===== src/rtl/xor_descrambler_if.sv =====
`default_nettype none
// ------------------------------------------------------------------
// xor_descrambler_if : seed control + byte stream bundle
// Rev 1.0
// ------------------------------------------------------------------
interface xor_descrambler_if;
  logic        seed_load;
  logic [7:0]  seed;
  logic        in_valid;
  logic        in_ready;
  logic [7:0]  in_data;
  logic        out_valid;
  logic        out_ready;
  logic [7:0]  out_data;
  logic [15:0] byte_cnt;
  logic        busy;

  modport master (
    output seed_load, seed, in_valid, in_data, out_ready,
    input  in_ready, out_valid, out_data, byte_cnt, busy
  );

  modport slave (
    input  seed_load, seed, in_valid, in_data, out_ready,
    output in_ready, out_valid, out_data, byte_cnt, busy
  );
endinterface
`default_nettype wire


===== src/rtl/xor_descrambler.sv =====
`default_nettype none
// ------------------------------------------------------------------
// xor_descrambler : XORs each byte with an 8-bit Fibonacci LFSR keystream
// Rev 1.0
// ------------------------------------------------------------------
module xor_descrambler #(
  parameter logic [7:0] ZERO_SUB = 8'h01
) (
  input  wire logic       clk,
  input  wire logic       rst_n,
  xor_descrambler_if.slave dsc
);

  typedef enum logic [0:0] {
    S_IDLE = 1'b0,
    S_RUN  = 1'b1
  } state_t;

  state_t      state_q, state_d;
  logic [7:0]  lfsr_q, lfsr_d;
  logic        out_valid_q, out_valid_d;
  logic [7:0]  out_data_q, out_data_d;
  logic [15:0] byte_cnt_q, byte_cnt_d;

  logic        in_ready;
  logic        in_hs;
  logic        out_hs;
  logic [7:0]  lfsr_load;
  logic [7:0]  lfsr_step;

  // An all-zero seed would lock the LFSR at zero, so it is substituted.
  assign lfsr_load = (dsc.seed == 8'h00) ? ZERO_SUB : dsc.seed;
  assign lfsr_step = {lfsr_q[6:0], lfsr_q[7] ^ lfsr_q[5] ^ lfsr_q[4] ^ lfsr_q[3]};

  assign in_ready = (state_q == S_RUN) && !dsc.seed_load && (!out_valid_q || dsc.out_ready);
  assign in_hs    = dsc.in_valid && in_ready;
  assign out_hs   = out_valid_q && dsc.out_ready;

  always_ff @(posedge clk or negedge rst_n) begin
    if (!rst_n) begin
      state_q     <= S_IDLE;
      lfsr_q      <= 8'h00;
      out_valid_q <= 1'b0;
      out_data_q  <= 8'h00;
      byte_cnt_q  <= 16'h0000;
    end else begin
      state_q     <= state_d;
      lfsr_q      <= lfsr_d;
      out_valid_q <= out_valid_d;
      out_data_q  <= out_data_d;
      byte_cnt_q  <= byte_cnt_d;
    end
  end

  always_comb begin
    state_d     = state_q;
    lfsr_d      = lfsr_q;
    out_valid_d = out_valid_q;
    out_data_d  = out_data_q;
    byte_cnt_d  = byte_cnt_q;

    case (state_q)
      S_IDLE: begin
        if (dsc.seed_load) begin
          state_d = S_RUN;
          lfsr_d  = lfsr_load;
        end
      end
      S_RUN: begin
        if (dsc.seed_load) begin
          lfsr_d = lfsr_load;
        end else if (in_hs) begin
          lfsr_d = lfsr_step;
        end
      end
      default: state_d = S_IDLE;
    endcase

    // A pending byte survives seed_load; it leaves only through its handshake.
    if (out_hs) begin
      out_valid_d = 1'b0;
      byte_cnt_d  = byte_cnt_q + 16'h0001;
    end
    if (in_hs) begin
      out_valid_d = 1'b1;
      out_data_d  = dsc.in_data ^ lfsr_q;
    end
  end

  assign dsc.in_ready  = in_ready;
  assign dsc.out_valid = out_valid_q;
  assign dsc.out_data  = out_data_q;
  assign dsc.byte_cnt  = byte_cnt_q;
  assign dsc.busy      = (state_q == S_RUN);

endmodule
`default_nettype wire


===== src/flat_wrapper.sv =====
// flat-port wrapper written by rule: the top's interface ports become plain ports
module xor_descrambler_flat 
#(
  parameter logic [7:0] ZERO_SUB = 8'h01
)
  (clk, rst_n, dsc_seed_load, dsc_seed, dsc_in_valid, dsc_in_data, dsc_out_ready, dsc_in_ready, dsc_out_valid, dsc_out_data, dsc_byte_cnt, dsc_busy);
  xor_descrambler_if dsc_i ();
  input  wire logic clk;
  input  wire logic rst_n;
  input wire logic [$bits(dsc_i.seed_load)-1:0] dsc_seed_load;
  input wire logic [$bits(dsc_i.seed)-1:0] dsc_seed;
  input wire logic [$bits(dsc_i.in_valid)-1:0] dsc_in_valid;
  input wire logic [$bits(dsc_i.in_data)-1:0] dsc_in_data;
  input wire logic [$bits(dsc_i.out_ready)-1:0] dsc_out_ready;
  output wire logic [$bits(dsc_i.in_ready)-1:0] dsc_in_ready;
  output wire logic [$bits(dsc_i.out_valid)-1:0] dsc_out_valid;
  output wire logic [$bits(dsc_i.out_data)-1:0] dsc_out_data;
  output wire logic [$bits(dsc_i.byte_cnt)-1:0] dsc_byte_cnt;
  output wire logic [$bits(dsc_i.busy)-1:0] dsc_busy;
  assign dsc_i.seed_load = dsc_seed_load;
  assign dsc_i.seed = dsc_seed;
  assign dsc_i.in_valid = dsc_in_valid;
  assign dsc_i.in_data = dsc_in_data;
  assign dsc_i.out_ready = dsc_out_ready;
  assign dsc_in_ready = dsc_i.in_ready;
  assign dsc_out_valid = dsc_i.out_valid;
  assign dsc_out_data = dsc_i.out_data;
  assign dsc_byte_cnt = dsc_i.byte_cnt;
  assign dsc_busy = dsc_i.busy;
  xor_descrambler #(.ZERO_SUB(ZERO_SUB)) u_core (.clk(clk), .rst_n(rst_n), .dsc(dsc_i));
endmodule

===== config.mk =====
export PLATFORM = sky130hd
export DESIGN_NAME = xor_descrambler_flat
export DESIGN_NICKNAME = d
export VERILOG_FILES = /design/src/rtl/xor_descrambler_if.sv /design/src/rtl/xor_descrambler.sv /design/src/flat_wrapper.sv
export SDC_FILE = /design/constraint.sdc
export NUM_CORES = 1
export LEC_CHECK = 0
export CORE_ASPECT_RATIO = 0.9
export CORE_UTILIZATION = 50
export CTS_BUF_LIST = sky130_fd_sc_hd__clkbuf_8
export CTS_CLUSTER_SIZE = 30
export DETAILED_ROUTE_END_ITERATION = 10
export GPL_TIMING_DRIVEN = 0
export HOLD_SLACK_MARGIN = 0.08
export PLACE_DENSITY = 0.85
export SETUP_SLACK_MARGIN = 0.02
export SLEW_MARGIN = 20
export SYNTH_ARGS = -nofsm -noshare
export SYNTH_HDL_FRONTEND = slang
export SYNTH_SLANG_ARGS = --single-unit

===== constraint.sdc =====
create_clock -name clk -period 2.9 [get_ports clk]
set_input_delay 0.58 -clock clk [delete_from_list [all_inputs] [get_ports clk]]
set_output_delay 0.58 -clock clk [all_outputs]
set_load 0.01 [all_outputs]

==> run_results.csv <==
group,metric,value,unit
status,status,"finished, final reports clean",
timing,finClkSkew,2.297,ps
critical_path,worst_ep_arrival_time,2010,ps
power,p_sw,0.0004354,W
critical_path,crit_path_max_fanout,4,
clocking,cts_tree,"done",
synthesis,synth-seq-area-share,0.5388,
placed_design,io_buffers,47,
clocking,cts_resized,0,
drt,routed_wl,3623,um
clocking,cts_sinks,34,
layout,n_antenna_cell,0,
timing,timing_hold_violations_final,0,
global_routing,grt_pass1_wl,5692,um
layout,final_area,2205,um2
global_routing,grt_max_degree,35,
synthesis,syn-cell-area,1579,um2
layout,ff_latch_area,850.8,um2
layout,mostFrequentLayoutCell,"clkdlybuf4s50_1",
layout,fillerInstances,205,
timing,fin_crit_sh,0.8921,
clocking,htree_levels,2,
clocking,postCtsSetupRepairBufs,0,
drt,num_vias,1244,
drt,route.antenna.remaining_nets,0,
global_routing,grt_busiest_layer,"met2",
timing,worst_pin_slew,746.3,ps
timing,rsz0062_at_grt,"no",
timing,setup_tns,0,ps
drt,drc,0,
global_routing,antenna_found_initial,0,
layout,areaGrowthSynthToFinish,39.62,%
synthesis,synth_cell_types,27,
synthesis,ys_ff_latch,34,
placed_design,placed_area,2095,um2
synthesis,synth_top_area_frac,0.5388,
power,clockPowerShare,0.282,
synthesis,synth_area_leaders,"dfrtp_1 54%, xnor2_1 9.4%, xor2_1 5.0%",
critical_path,path_class,"input pin to primary output",
power,power_frac_seq,0.446,
critical_path,crit_path_end_kind,"primary output",
clocking,cts_hold_buf,0,
global_routing,grt-ovfl-total,0,
layout,multi_input_area,688.2,um2
clocking,clock_latency,300,ps
global_routing,globalRouteMet3Util,0.06323,
floorplan,rows,18,
clocking,clk_path_buf_depth,2,
synthesis,yosys_warnings,0,
power,power_density,666.0,nW/um2
drt,first_pass_iters,4,
min_path,hp-class,"input pin to asynchronous set/reset pin",
floorplan,io_pins,48,
global_routing,globalRouteMet2Util,0.3618,
power,intPower,0.001033,W
timing,finalMaxSlewViolations,0,
timing,max_freq,386.5,MHz
critical_path,critPathLaunchType,"input pin",
clocking,cts-root-buf,"clkbuf_8",
power,p_comb_frac,0.271,
layout,nets,221,
power,swShare,0.2966,
global_routing,grt_pass1_vias,1224,
layout,final_cell_mix,"46 x clkdlybuf4s50_1, 34 x dfrtp_1, 17 x xnor2_1, 16 x nand2_1, 12 x nor2_1",
clocking,cts_buffers,5,
synthesis,synthCells,145,
floorplan,design.core.area,2860,um2
global_routing,use_met1,0.2978,
clocking,path_clk_slew,70,ps
drt,wire_per_inst,15.10,um
synthesis,syn_nets,167,
layout,finalCoreUtilization,0.7708,
synthesis,syn_avg_cell_area,10.89,um2
timing,setup_violations,0,
drt,drt_iter0_drc,74,
job,maxCapViolCount,0,
drt,viasPerCell,5.183,
floorplan,initial_core_util,0.5521,
global_routing,grt.total_usage,0.2372,
floorplan,die_w,61.24,um
timing,min_period,2587,ps
synthesis,synth_top_cell_by_area,"dfrtp_1",
power,peakVddDrop,0.4853,mV
power,power_leakage,0.9571,nW
floorplan,dieHeight,55.31,um
floorplan,dieArea,3387,um2
layout,drive_gt1_frac,0.1000,
placed_design,place_hpwl,2557,um
placed_design,gp_congestion,0.7692,
critical_path,worstPathRequired,2320,ps
timing,max_slew_margin,0.5025,
per-stage QoR:
| stage | hold WS, ps | worst slack (ps) | power (W) | cells |
|---|---|---|---|---|
| 2_1_floorplan | 284.4 | 1353 | 0.0008326 | 145 |
| 3_3_place_gp | 459.8 | 337.7 | 0.001037 | 232 |
| 3_5_place_dp | 480.7 | 322.1 | 0.001061 | 232 |
| 4_1_cts | 365.0 | 312.4 | 0.001476 | 240 |
| 5_1_grt | 391.6 | 270.0 | 0.001535 | 240 |
| 6_report | 343.3 | 313.0 | 0.001468 | 240 |
worst max-delay path: stages:
cell and delay, ps:
clkdlybuf4s50_1 540, nand2b_2 200, and2_1 140, clkdlybuf4s50_1 550
power groups by stage:
stage | sequential [W] | clock, W | combinational [W]
6_report | 0.000655 | 0.000415 | 0.000398
5_1_grt | 0.000666 | 0.000440 | 0.000429
4_1_cts | 0.000654 | 0.000419 | 0.000403
3_5_place_dp | 0.000663 | 0 | 0.000398
3_3_place_gp | 0.000654 | 0 | 0.000383
2_1_floorplan | 0.000676 | 0 | 0.000157
per-layer routing:
layer  wire length, um  vias up  part of all wire
met2              1813       38              0.50
met4                77        0             0.021
met3               158        7             0.044
met1              1573      608              0.43
met5                 0        -                 0
li1                  -      591                 -
sequential cells by signal, summed over array words and instances (netlist names):
register	cells
u_core.lfsr_q	8
u_core.dsc.busy	1
u_core.dsc.out_data	8
u_core.dsc.out_valid	1
u_core.dsc.byte_cnt	16
final timing paths:
kind / startpoint / end / slack, ps / cells after the start
max in group asynchronous: rst_n / u_core.lfsr_q[6] / 2080 / 1
min: rst_n / u_core.dsc.byte_cnt[7] / 340 / 1
min in group clk: u_core.dsc.byte_cnt[15] / u_core.dsc.byte_cnt[15] / 490 / 1
max reg2reg: u_core.dsc.byte_cnt[5] / u_core.dsc.byte_cnt[15] / 1500 / 4
min reg2reg: u_core.dsc.byte_cnt[15] / u_core.dsc.byte_cnt[15] / 490 / 1
max: dsc_out_ready / dsc_in_ready / 310 / 4
final cells by class:
type                       instances  share of cell area
clock buffer                       8             0.04994
buffer                             4             0.01476
tap                               40             0.02270
inverter                           2            0.003405
multi-input combinational        105              0.3121
sequential                        34              0.3859
timing repair buffer              47              0.2111
Yosys cell counts:
master	n
or2_2	1
nor4_1	2
dfrtp_1	34
inv_1	2
a31oi_4	1
xnor2_1	17
buf_6	2
nand4_1	1
a22o_1	1
a21oi_1	10
and2_1	1
nand2b_1	1
nor2_1	12
nor3_2	1
nor3_1	4
nand2b_2	1
nand4_2	1
o21ai_0	7
buf_2	2
nor2b_2	1
xor2_1	9
mux2i_1	7
and3_1	3
mux2_2	1
ha_1	1
nand2_1	16
nand3_1	6
cell families (layout without fill, tap and decap cells):
group	after synthesis	in the layout	share of synthesized area
and+or+nand+nor	51	51	0.1593
DFF	34	34	0.5388
xor gates and xnor gates	26	26	0.1442
AOI/OAI and AO/OA	19	19	0.07290
muxes	8	8	0.05151
buffers and inverters	6	61	0.02536
adders and majority gates	1	1	0.007923
Note: power is estimated with default switching activity, not from simulation.
